## src/rtl/mips_ctrl_pkg.sv

```systemverilog
// Shared encodings for the multicycle MIPS control path:
// FSM states, ALU operation codes, opcode/funct constants.
package mips_ctrl_pkg;

  typedef enum logic [3:0] {
    S_FETCH    = 4'd0,
    S_DECODE   = 4'd1,
    S_MEMADDR  = 4'd2,
    S_MEMREAD  = 4'd3,
    S_MEMWB    = 4'd4,
    S_MEMWRITE = 4'd5,
    S_RTYPE_EX = 4'd6,
    S_ITYPE_EX = 4'd7,
    S_ALUWB    = 4'd8,
    S_BRANCH   = 4'd9,
    S_JUMP     = 4'd10,
    S_HALT     = 4'd11
  } state_e;

  localparam logic [3:0] ALU_OR  = 4'b0000;
  localparam logic [3:0] ALU_ADD = 4'b0001;
  localparam logic [3:0] ALU_SUB = 4'b0010;
  localparam logic [3:0] ALU_AND = 4'b0011;

  localparam logic [5:0] OP_RTYPE = 6'b000000;
  localparam logic [5:0] OP_LW    = 6'b100011;
  localparam logic [5:0] OP_SW    = 6'b101011;
  localparam logic [5:0] OP_ADDI  = 6'b001000;
  localparam logic [5:0] OP_BEQ   = 6'b000100;
  localparam logic [5:0] OP_J     = 6'b000010;

  localparam logic [5:0] FN_ADD  = 6'b100000;
  localparam logic [5:0] FN_ADDU = 6'b100001;
  localparam logic [5:0] FN_SUB  = 6'b100010;
  localparam logic [5:0] FN_SUBU = 6'b100011;
  localparam logic [5:0] FN_AND  = 6'b100100;
  localparam logic [5:0] FN_OR   = 6'b100101;

  localparam int WAIT_W = 8;

  localparam logic [1:0] SRCB_REG  = 2'b00;
  localparam logic [1:0] SRCB_FOUR = 2'b01;
  localparam logic [1:0] SRCB_IMM  = 2'b10;
  localparam logic [1:0] SRCB_BOFF = 2'b11;

  localparam logic [1:0] PCS_ALU  = 2'b00;
  localparam logic [1:0] PCS_OUT  = 2'b01;
  localparam logic [1:0] PCS_JMP  = 2'b10;

  typedef struct packed {
    logic       pc_write;
    logic       pc_write_cond;
    logic       ior_d;
    logic       mem_read;
    logic       mem_write;
    logic       mem_to_reg;
    logic       ir_write;
    logic       reg_write;
    logic       reg_dst;
    logic       alu_src_a;
    logic [1:0] alu_src_b;
    logic [1:0] pc_source;
    logic [3:0] alu_op;
  } ctrl_t;

  function automatic logic is_mem_state(state_e s);
    return (s == S_FETCH) || (s == S_MEMREAD) ||
           (s == S_MEMWRITE);
  endfunction

endpackage

```

## src/rtl/multicycle_control_if.sv

```systemverilog
// Instruction fields, memory handshake and datapath
// control strobes between the controller and datapath.
interface multicycle_control_if;

  logic [5:0] opcode;
  logic [5:0] funct;
  logic       mem_ready;

  logic       PCWrite;
  logic       PCWriteCond;
  logic       IorD;
  logic       MemRead;
  logic       MemWrite;
  logic       MemToReg;
  logic       IRWrite;
  logic       RegWrite;
  logic       RegDst;
  logic       ALUSrcA;
  logic [1:0] ALUSrcB;
  logic [1:0] PCSource;
  logic [3:0] ALUOp;

  logic       illegal_instr;
  logic       bus_error;
  logic       halted;

  modport master (
    input  opcode, funct, mem_ready,
    output PCWrite, PCWriteCond, IorD, MemRead,
    output MemWrite, MemToReg, IRWrite, RegWrite,
    output RegDst, ALUSrcA, ALUSrcB, PCSource,
    output ALUOp, illegal_instr, bus_error, halted
  );

  modport slave (
    output opcode, funct, mem_ready,
    input  PCWrite, PCWriteCond, IorD, MemRead,
    input  MemWrite, MemToReg, IRWrite, RegWrite,
    input  RegDst, ALUSrcA, ALUSrcB, PCSource,
    input  ALUOp, illegal_instr, bus_error, halted
  );

endinterface

```

## src/rtl/alu_op_decode.sv

```systemverilog
// R-type funct to ALU operation mapping, shared with
// the single-cycle path; valid_o flags supported functs.
module alu_op_decode
  import mips_ctrl_pkg::*;
(
  input  logic [5:0] funct_i,
  output logic [3:0] alu_op_o,
  output logic       valid_o
);

  always_comb begin
    alu_op_o = ALU_OR;
    valid_o  = 1'b1;
    unique case (1'b1)
      (funct_i == FN_ADD) || (funct_i == FN_ADDU):
        alu_op_o = ALU_ADD;
      (funct_i == FN_SUB) || (funct_i == FN_SUBU):
        alu_op_o = ALU_SUB;
      (funct_i == FN_AND):
        alu_op_o = ALU_AND;
      (funct_i == FN_OR):
        alu_op_o = ALU_OR;
      default:
        valid_o = 1'b0;
    endcase
  end

endmodule

```

## src/rtl/multicycle_control.sv

```systemverilog
// Multicycle MIPS main control FSM with memory wait
// timeout, sticky bus error and halt.
module multicycle_control
  import mips_ctrl_pkg::*;
#(
  parameter int MAX_WAIT = 255
) (
  input  logic                  clk,
  input  logic                  reset_n,
  multicycle_control_if.master  bus
);

  state_e              state_q, state_d, st;
  logic [WAIT_W-1:0]   wait_q, wait_d;
  logic                bus_err_q, bus_err_d;
  logic                rdst_q, rdst_d;
  logic                mem_st, rdy, timeout;
  logic                illegal;
  logic [3:0]          r_op;
  logic                r_ok;
  ctrl_t               c;

  alu_op_decode u_alu_op_decode (
    .funct_i  (bus.funct),
    .alu_op_o (r_op),
    .valid_o  (r_ok)
  );

  // Reset forces the FETCH view with mem_ready masked
  assign st      = reset_n ? state_q : S_FETCH;
  assign mem_st  = is_mem_state(st);
  assign rdy     = reset_n & bus.mem_ready & mem_st;
  assign timeout = mem_st & ~rdy &
                   (wait_q == WAIT_W'(MAX_WAIT - 1));

  always_comb begin
    state_d   = st;
    bus_err_d = bus_err_q;
    rdst_d    = rdst_q;
    illegal   = 1'b0;
    c         = '0;
    unique case (st)
      S_FETCH: begin
        c.mem_read  = 1'b1;
        c.alu_src_b = SRCB_FOUR;
        c.alu_op    = ALU_ADD;
        c.pc_source = PCS_ALU;
        c.ir_write  = rdy;
        c.pc_write  = rdy;
        if (rdy) begin
          state_d = S_DECODE;
        end else if (timeout) begin
          state_d   = S_HALT;
          bus_err_d = 1'b1;
        end
      end
      S_DECODE: begin
        c.alu_src_b = SRCB_BOFF;
        c.alu_op    = ALU_ADD;
        unique case (1'b1)
          (bus.opcode == OP_LW) ||
          (bus.opcode == OP_SW):
            state_d = S_MEMADDR;
          (bus.opcode == OP_RTYPE) && r_ok:
            state_d = S_RTYPE_EX;
          (bus.opcode == OP_ADDI):
            state_d = S_ITYPE_EX;
          (bus.opcode == OP_BEQ):
            state_d = S_BRANCH;
          (bus.opcode == OP_J):
            state_d = S_JUMP;
          default: begin
            illegal = 1'b1;
            state_d = S_FETCH;
          end
        endcase
      end
      S_MEMADDR: begin
        c.alu_src_a = 1'b1;
        c.alu_src_b = SRCB_IMM;
        c.alu_op    = ALU_ADD;
        state_d     = (bus.opcode == OP_SW) ?
                      S_MEMWRITE : S_MEMREAD;
      end
      S_MEMREAD: begin
        c.mem_read = 1'b1;
        c.ior_d    = 1'b1;
        if (rdy) begin
          state_d = S_MEMWB;
        end else if (timeout) begin
          state_d   = S_HALT;
          bus_err_d = 1'b1;
        end
      end
      S_MEMWB: begin
        c.reg_write  = 1'b1;
        c.mem_to_reg = 1'b1;
        state_d      = S_FETCH;
      end
      S_MEMWRITE: begin
        c.mem_write = 1'b1;
        c.ior_d     = 1'b1;
        if (rdy) begin
          state_d = S_FETCH;
        end else if (timeout) begin
          state_d   = S_HALT;
          bus_err_d = 1'b1;
        end
      end
      S_RTYPE_EX: begin
        c.alu_src_a = 1'b1;
        c.alu_src_b = SRCB_REG;
        c.alu_op    = r_op;
        rdst_d      = 1'b1;
        state_d     = S_ALUWB;
      end
      S_ITYPE_EX: begin
        c.alu_src_a = 1'b1;
        c.alu_src_b = SRCB_IMM;
        c.alu_op    = ALU_ADD;
        rdst_d      = 1'b0;
        state_d     = S_ALUWB;
      end
      S_ALUWB: begin
        c.reg_write = 1'b1;
        c.reg_dst   = rdst_q;
        state_d     = S_FETCH;
      end
      S_BRANCH: begin
        c.alu_src_a     = 1'b1;
        c.alu_src_b     = SRCB_REG;
        c.alu_op        = ALU_SUB;
        c.pc_write_cond = 1'b1;
        c.pc_source     = PCS_OUT;
        state_d         = S_FETCH;
      end
      S_JUMP: begin
        c.pc_write  = 1'b1;
        c.pc_source = PCS_JMP;
        state_d     = S_FETCH;
      end
      S_HALT: begin
        state_d = S_HALT;
      end
      default: begin
        state_d = S_FETCH;
      end
    endcase
  end

  // Count restarts on every entry to a memory state
  always_comb begin
    wait_d = '0;
    if (mem_st && (state_d == st)) begin
      wait_d = wait_q + 1'b1;
    end
  end

  always_ff @(posedge clk) begin
    if (!reset_n) begin
      state_q   <= S_FETCH;
      wait_q    <= '0;
      bus_err_q <= 1'b0;
      rdst_q    <= 1'b0;
    end else begin
      state_q   <= state_d;
      wait_q    <= wait_d;
      bus_err_q <= bus_err_d;
      rdst_q    <= rdst_d;
    end
  end

  assign bus.PCWrite       = c.pc_write;
  assign bus.PCWriteCond   = c.pc_write_cond;
  assign bus.IorD          = c.ior_d;
  assign bus.MemRead       = c.mem_read;
  assign bus.MemWrite      = c.mem_write;
  assign bus.MemToReg      = c.mem_to_reg;
  assign bus.IRWrite       = c.ir_write;
  assign bus.RegWrite      = c.reg_write;
  assign bus.RegDst        = c.reg_dst;
  assign bus.ALUSrcA       = c.alu_src_a;
  assign bus.ALUSrcB       = c.alu_src_b;
  assign bus.PCSource      = c.pc_source;
  assign bus.ALUOp         = c.alu_op;
  assign bus.illegal_instr = illegal;
  assign bus.bus_error     = bus_err_q & reset_n;
  assign bus.halted        = (st == S_HALT);

endmodule

```

## src/flat_wrapper.sv

```systemverilog
// flat-port wrapper written by rule: the top's interface ports become plain ports
module multicycle_control_flat import mips_ctrl_pkg::*;
#(
  parameter int MAX_WAIT = 255
)
  (clk, reset_n, bus_opcode, bus_funct, bus_mem_ready, bus_PCWrite, bus_PCWriteCond, bus_IorD, bus_MemRead, bus_MemWrite, bus_MemToReg, bus_IRWrite, bus_RegWrite, bus_RegDst, bus_ALUSrcA, bus_ALUSrcB, bus_PCSource, bus_ALUOp, bus_illegal_instr, bus_bus_error, bus_halted);
  multicycle_control_if bus_i ();
  input  logic clk;
  input  logic reset_n;
  input wire logic [$bits(bus_i.opcode)-1:0] bus_opcode;
  input wire logic [$bits(bus_i.funct)-1:0] bus_funct;
  input wire logic [$bits(bus_i.mem_ready)-1:0] bus_mem_ready;
  output wire logic [$bits(bus_i.PCWrite)-1:0] bus_PCWrite;
  output wire logic [$bits(bus_i.PCWriteCond)-1:0] bus_PCWriteCond;
  output wire logic [$bits(bus_i.IorD)-1:0] bus_IorD;
  output wire logic [$bits(bus_i.MemRead)-1:0] bus_MemRead;
  output wire logic [$bits(bus_i.MemWrite)-1:0] bus_MemWrite;
  output wire logic [$bits(bus_i.MemToReg)-1:0] bus_MemToReg;
  output wire logic [$bits(bus_i.IRWrite)-1:0] bus_IRWrite;
  output wire logic [$bits(bus_i.RegWrite)-1:0] bus_RegWrite;
  output wire logic [$bits(bus_i.RegDst)-1:0] bus_RegDst;
  output wire logic [$bits(bus_i.ALUSrcA)-1:0] bus_ALUSrcA;
  output wire logic [$bits(bus_i.ALUSrcB)-1:0] bus_ALUSrcB;
  output wire logic [$bits(bus_i.PCSource)-1:0] bus_PCSource;
  output wire logic [$bits(bus_i.ALUOp)-1:0] bus_ALUOp;
  output wire logic [$bits(bus_i.illegal_instr)-1:0] bus_illegal_instr;
  output wire logic [$bits(bus_i.bus_error)-1:0] bus_bus_error;
  output wire logic [$bits(bus_i.halted)-1:0] bus_halted;
  assign bus_i.opcode = bus_opcode;
  assign bus_i.funct = bus_funct;
  assign bus_i.mem_ready = bus_mem_ready;
  assign bus_PCWrite = bus_i.PCWrite;
  assign bus_PCWriteCond = bus_i.PCWriteCond;
  assign bus_IorD = bus_i.IorD;
  assign bus_MemRead = bus_i.MemRead;
  assign bus_MemWrite = bus_i.MemWrite;
  assign bus_MemToReg = bus_i.MemToReg;
  assign bus_IRWrite = bus_i.IRWrite;
  assign bus_RegWrite = bus_i.RegWrite;
  assign bus_RegDst = bus_i.RegDst;
  assign bus_ALUSrcA = bus_i.ALUSrcA;
  assign bus_ALUSrcB = bus_i.ALUSrcB;
  assign bus_PCSource = bus_i.PCSource;
  assign bus_ALUOp = bus_i.ALUOp;
  assign bus_illegal_instr = bus_i.illegal_instr;
  assign bus_bus_error = bus_i.bus_error;
  assign bus_halted = bus_i.halted;
  multicycle_control #(.MAX_WAIT(MAX_WAIT)) u_core (.clk(clk), .reset_n(reset_n), .bus(bus_i));
endmodule
```

## config.mk

```make
export PLATFORM = sky130hd
export DESIGN_NAME = multicycle_control_flat
export DESIGN_NICKNAME = d
export VERILOG_FILES = /design/src/rtl/mips_ctrl_pkg.sv /design/src/rtl/multicycle_control_if.sv /design/src/rtl/alu_op_decode.sv /design/src/rtl/multicycle_control.sv /design/src/flat_wrapper.sv
export SDC_FILE = /design/constraint.sdc
export NUM_CORES = 1
export LEC_CHECK = 0
export ABC_AREA = 1
export CORE_UTILIZATION = 50
export CTS_BUF_LIST = sky130_fd_sc_hd__clkbuf_4
export DETAILED_ROUTE_END_ITERATION = 16
export GPL_ROUTABILITY_DRIVEN = 1
export PLACE_DENSITY = 0.83
export REMOVE_ABC_BUFFERS = 1
export SYNTH_ARGS = -nofsm -noshare
export SYNTH_HDL_FRONTEND = slang
export SYNTH_HIERARCHICAL = 1
export SYNTH_SLANG_ARGS = --single-unit
export TNS_END_PERCENT = 10
```

## constraint.sdc

```tcl
create_clock -name clk -period 1.9 [get_ports clk]
set_input_delay 0.38 -clock clk [delete_from_list [all_inputs] [get_ports clk]]
set_output_delay 0.38 -clock clk [all_outputs]
set_load 0.01 [all_outputs]
```

==> summary.md <==
| Metric | Value |
|---|---|
| Register area share after synthesis | `21.58%` |
| Layout Cells excl Fill | `311` |
| Max VDD drop | `0.0004862 V` |
| GRT overflow | `0` |
| CTS root buffer | `clkbuf_4` |
| Area leader, netlist | `dfxtp_1` |
| Fin crit share | `101.4%` |
| Clock Latency Late Sink | `270 ps` |
| Synth cell types | `27` |
| CTS H-Tree Depth | `1` |
| Hold_buf cts | `0` |
| Residual DRC | `0` |
| Post-synth EDFFs | `0` |
| Total Routed Length | `3.467 mm` |
| Async set-reset flop share out of synthesis | `0%` |
| Die area | `2805 µm²` |
| Worst hold path class | `flop to flop` |
| Final hold vios | `0` |
| Synth top cells by count | `nand2_1, inv_1, nor2_1, nand3_1, nor2_2` |
| CP bufs+invs | `5` |
| Yosys top cell area share | `21.58%` |
| Share of cells above drive strength 1 | `40.21%` |
| Failing checks | `negative setup slack` |
| Final Cell Area | `1992 µm²` |
| Worst Setup Start Kind | `input port` |
| Top_reg_cell synth | `dfxtp_1` |
| Clk slew on worst S/H paths | `80 ps` |
| Drt via density | `4.859` |
| Reg-to-reg slack, setup | `190 ps` |
| Fill cells | `181` |
| TritonRoute pass-1 iters | `4` |
| Outcome | `finished with violations` |
| Synth Register Bits | `14` |
| Die H | `52.97 µm` |
| Family with the most delay on the worst path | `buffers and inverters` |
| Setup violators final | `1` |
| Leak | `1.095 nW` |
| CP dominant cell by count | `inv_1` |
| Initial drt markers | `35` |
| ANT nets after route | `0` |
| Bufs on Longest Clock Path | `2` |
| Post-DR wirelength/cell | `11.15 µm` |
| Vias post-DR | `1511` |
| Synth top area cells | `dfxtp_1, nand2_1, inv_1, nor2_1, nand3_1` |
| PortBufs | `33` |
| P&R area growth vs syn | `53.37%` |
| CTS tree | `built` |
| Post-DP HPWL | `2.692 mm` |
| Core area | `2455 µm²` |
| Post-Syn Instances | `209` |
| Area after DPL | `1914 µm²` |
| RePlAce Congestion | `0.8634` |
| Vias in the first global route | `1431` |
| Initial antenna violation count | `0` |
| Critical Path Max Stage Delay | `270 ps` |
| CP Data Arrival Time | `1550 ps` |
| Final critical-path required period | `1926 ps` |
| Yosys warning total | `6` |
| Cell count after placement | `306` |
| Crit path max fanout | `5` |
| Critical path, cell by cell | `clkdlybuf4s15_2 > buf_6 > nand2_4 > nor2_4 > inv_1 > nor2_1 > nor3_2 > inv_1 > dlygate4sd2_1` |
| Crit end category | `primary output` |
| Final worst slack | `-25.70 ps` |
| Critical Path RT | `1520 ps` |
| Row cnt | `18` |
| Final nets | `300` |
| N_diodes | `0` |
| I/O pins | `36` |
| Sinks on Clock Net | `14` |
| CP max stage cell | `dlygate4sd2_1` |
| FMAX | `519.3 MHz` |
| CP Class | `input port to primary output` |
| Overall Global Routing Usage | `26.20%` |
| Clk_skew | `9.328 ps` |
| Die X | `52.97 µm` |
| RSZ-0062 raised after global routing | `true` |
| Pwr/cell area | `353.1 nW/µm²` |
| TritonCTS Buffers | `3` |
| Cell Area, Synth | `1299 µm²` |
| Initial cell density of the core | `52.91%` |
| Most numerous cell in the Yosys netlist | `nand2_1` |
| Avg Cell Area, Syn | `6.214 µm²` |
| Slew Viols, Final | `0` |
| First-pass GRT wire length | `5.464 mm` |
| Max-cap violations | `0` |
| Largest net degree at the start of global routing | `9` |
worst register-to-register path: cells and delay by family (launching register included):
kind	cells	cell delay, ps
buffers and inverters	3	390
flip-flops	1	340
AND/OR/NAND/NOR	11	910
state kept, by name, indices dropped and copies added, names as in the netlist:
signal,flops
u_core/state_q,4
u_core/rdst_q,1
u_core/bus_err_q,1
u_core/wait_q,8
kinds of logic (layout without fill, tap and decap cells):
| group | after synthesis | in the layout | share of synthesized area [%] |
|---|---|---|---|
| AO/OA/AOI/OAI | 13 | 13 | 5.781 |
| XOR/XNOR | 6 | 6 | 4.047 |
| adder cells (fa/ha/maj) | 2 | 2 | 1.926 |
| buffers and inverters | 41 | 112 | 13.29 |
| flip-flops | 14 | 14 | 21.58 |
| other | 1 | 2 | 0.2887 |
| AND/OR/NAND/NOR | 132 | 132 | 53.08 |
per-layer routing:
metal  wire length, µm  GRT usage (%)  part of all wire (%)
met1              1540          29.14                    44
met2              1782          52.32                    51
met3               125          2.586                   3.6
met4                18          5.263                  0.52
met5                 0              0                     0
area by class of cell:
cell class                      count  area (µm²)  share of cell area [%]
Tap cell                           30       37.54                   1.884
Multi-Input combinational cell    155       929.6                   46.67
Sequential cell                    14       285.3                   14.32
Inverter                           37       138.9                   6.972
Clock buffer                        3       22.52                   1.131
Timing Repair Buffer               72       578.1                   29.02
timing repair:
action | 4_1_cts | 5_1_grt
gates resized for setup | 50 | 41
buffers inserted | 2 | 0
setup endpoints to repair | 28 | 21
pin swaps | 7 | 7
through the flow:
stage	worst slack [ps]	hold slack (ps)	util (%)	TNS (ps)	power [mW]
finish	-25.70	464.5	81.14	-25.70	0.7034
global route	-96.75	490.4	81.14	-372.2	0.7496
global placement	-638.4	439.5	77.98	-14200	0.5428
detailed placement	-665.5	455.4	77.98	-14920	0.5461
floorplan	269.8	430.3	-	0	0.4290
CTS	-209.9	470.7	80.02	-453.0	0.6983
report_power, final:
| part | switching [mW] | internal (mW) |
|---|---|---|
| logic | 0.125 | 0.104 |
| registers | 0.0115 | 0.303 |
| clock network | 0.0863 | 0.0732 |
layout by cell type, fill, tap and decap left out, types with 4 or more instances in the layout:
cell type        Yosys  routed
nand2_2              6       7
nand3_1             20      19
nor2_1              28      19
nand2_1             45      43
clkbuf_2             0       6
dlymetal6s2s_1       0       6
nor2_2              15      21
inv_2                3       6
nor2_4               1       4
buf_4                3      38
dlygate4sd2_1        0       8
a21oi_1              7       5
nand3_2              4       4
nand2_4              4       5
clkdlybuf4s50_1      0       4
dfxtp_1             14      10
dfxtp_2              0       4
nand3_4              3       4
inv_1               34      31
buf_2                0       5
worst paths after layout:
check | start | endpoint | cells past startpoint
setup / recovery | reset_n | bus_ALUSrcB[1] | 9
hold / removal | u_core/bus_err_q$_SDFFE_PN0P_ | u_core/bus_err_q$_SDFFE_PN0P_ | 2
setup reg to reg | u_core/state_q[1]$_SDFF_PN0_ | u_core/wait_q[6]$_SDFF_PN0_ | 14
hold reg to reg | u_core/bus_err_q$_SDFFE_PN0P_ | u_core/bus_err_q$_SDFFE_PN0P_ | 2
(Power assumes the default switching activity.)
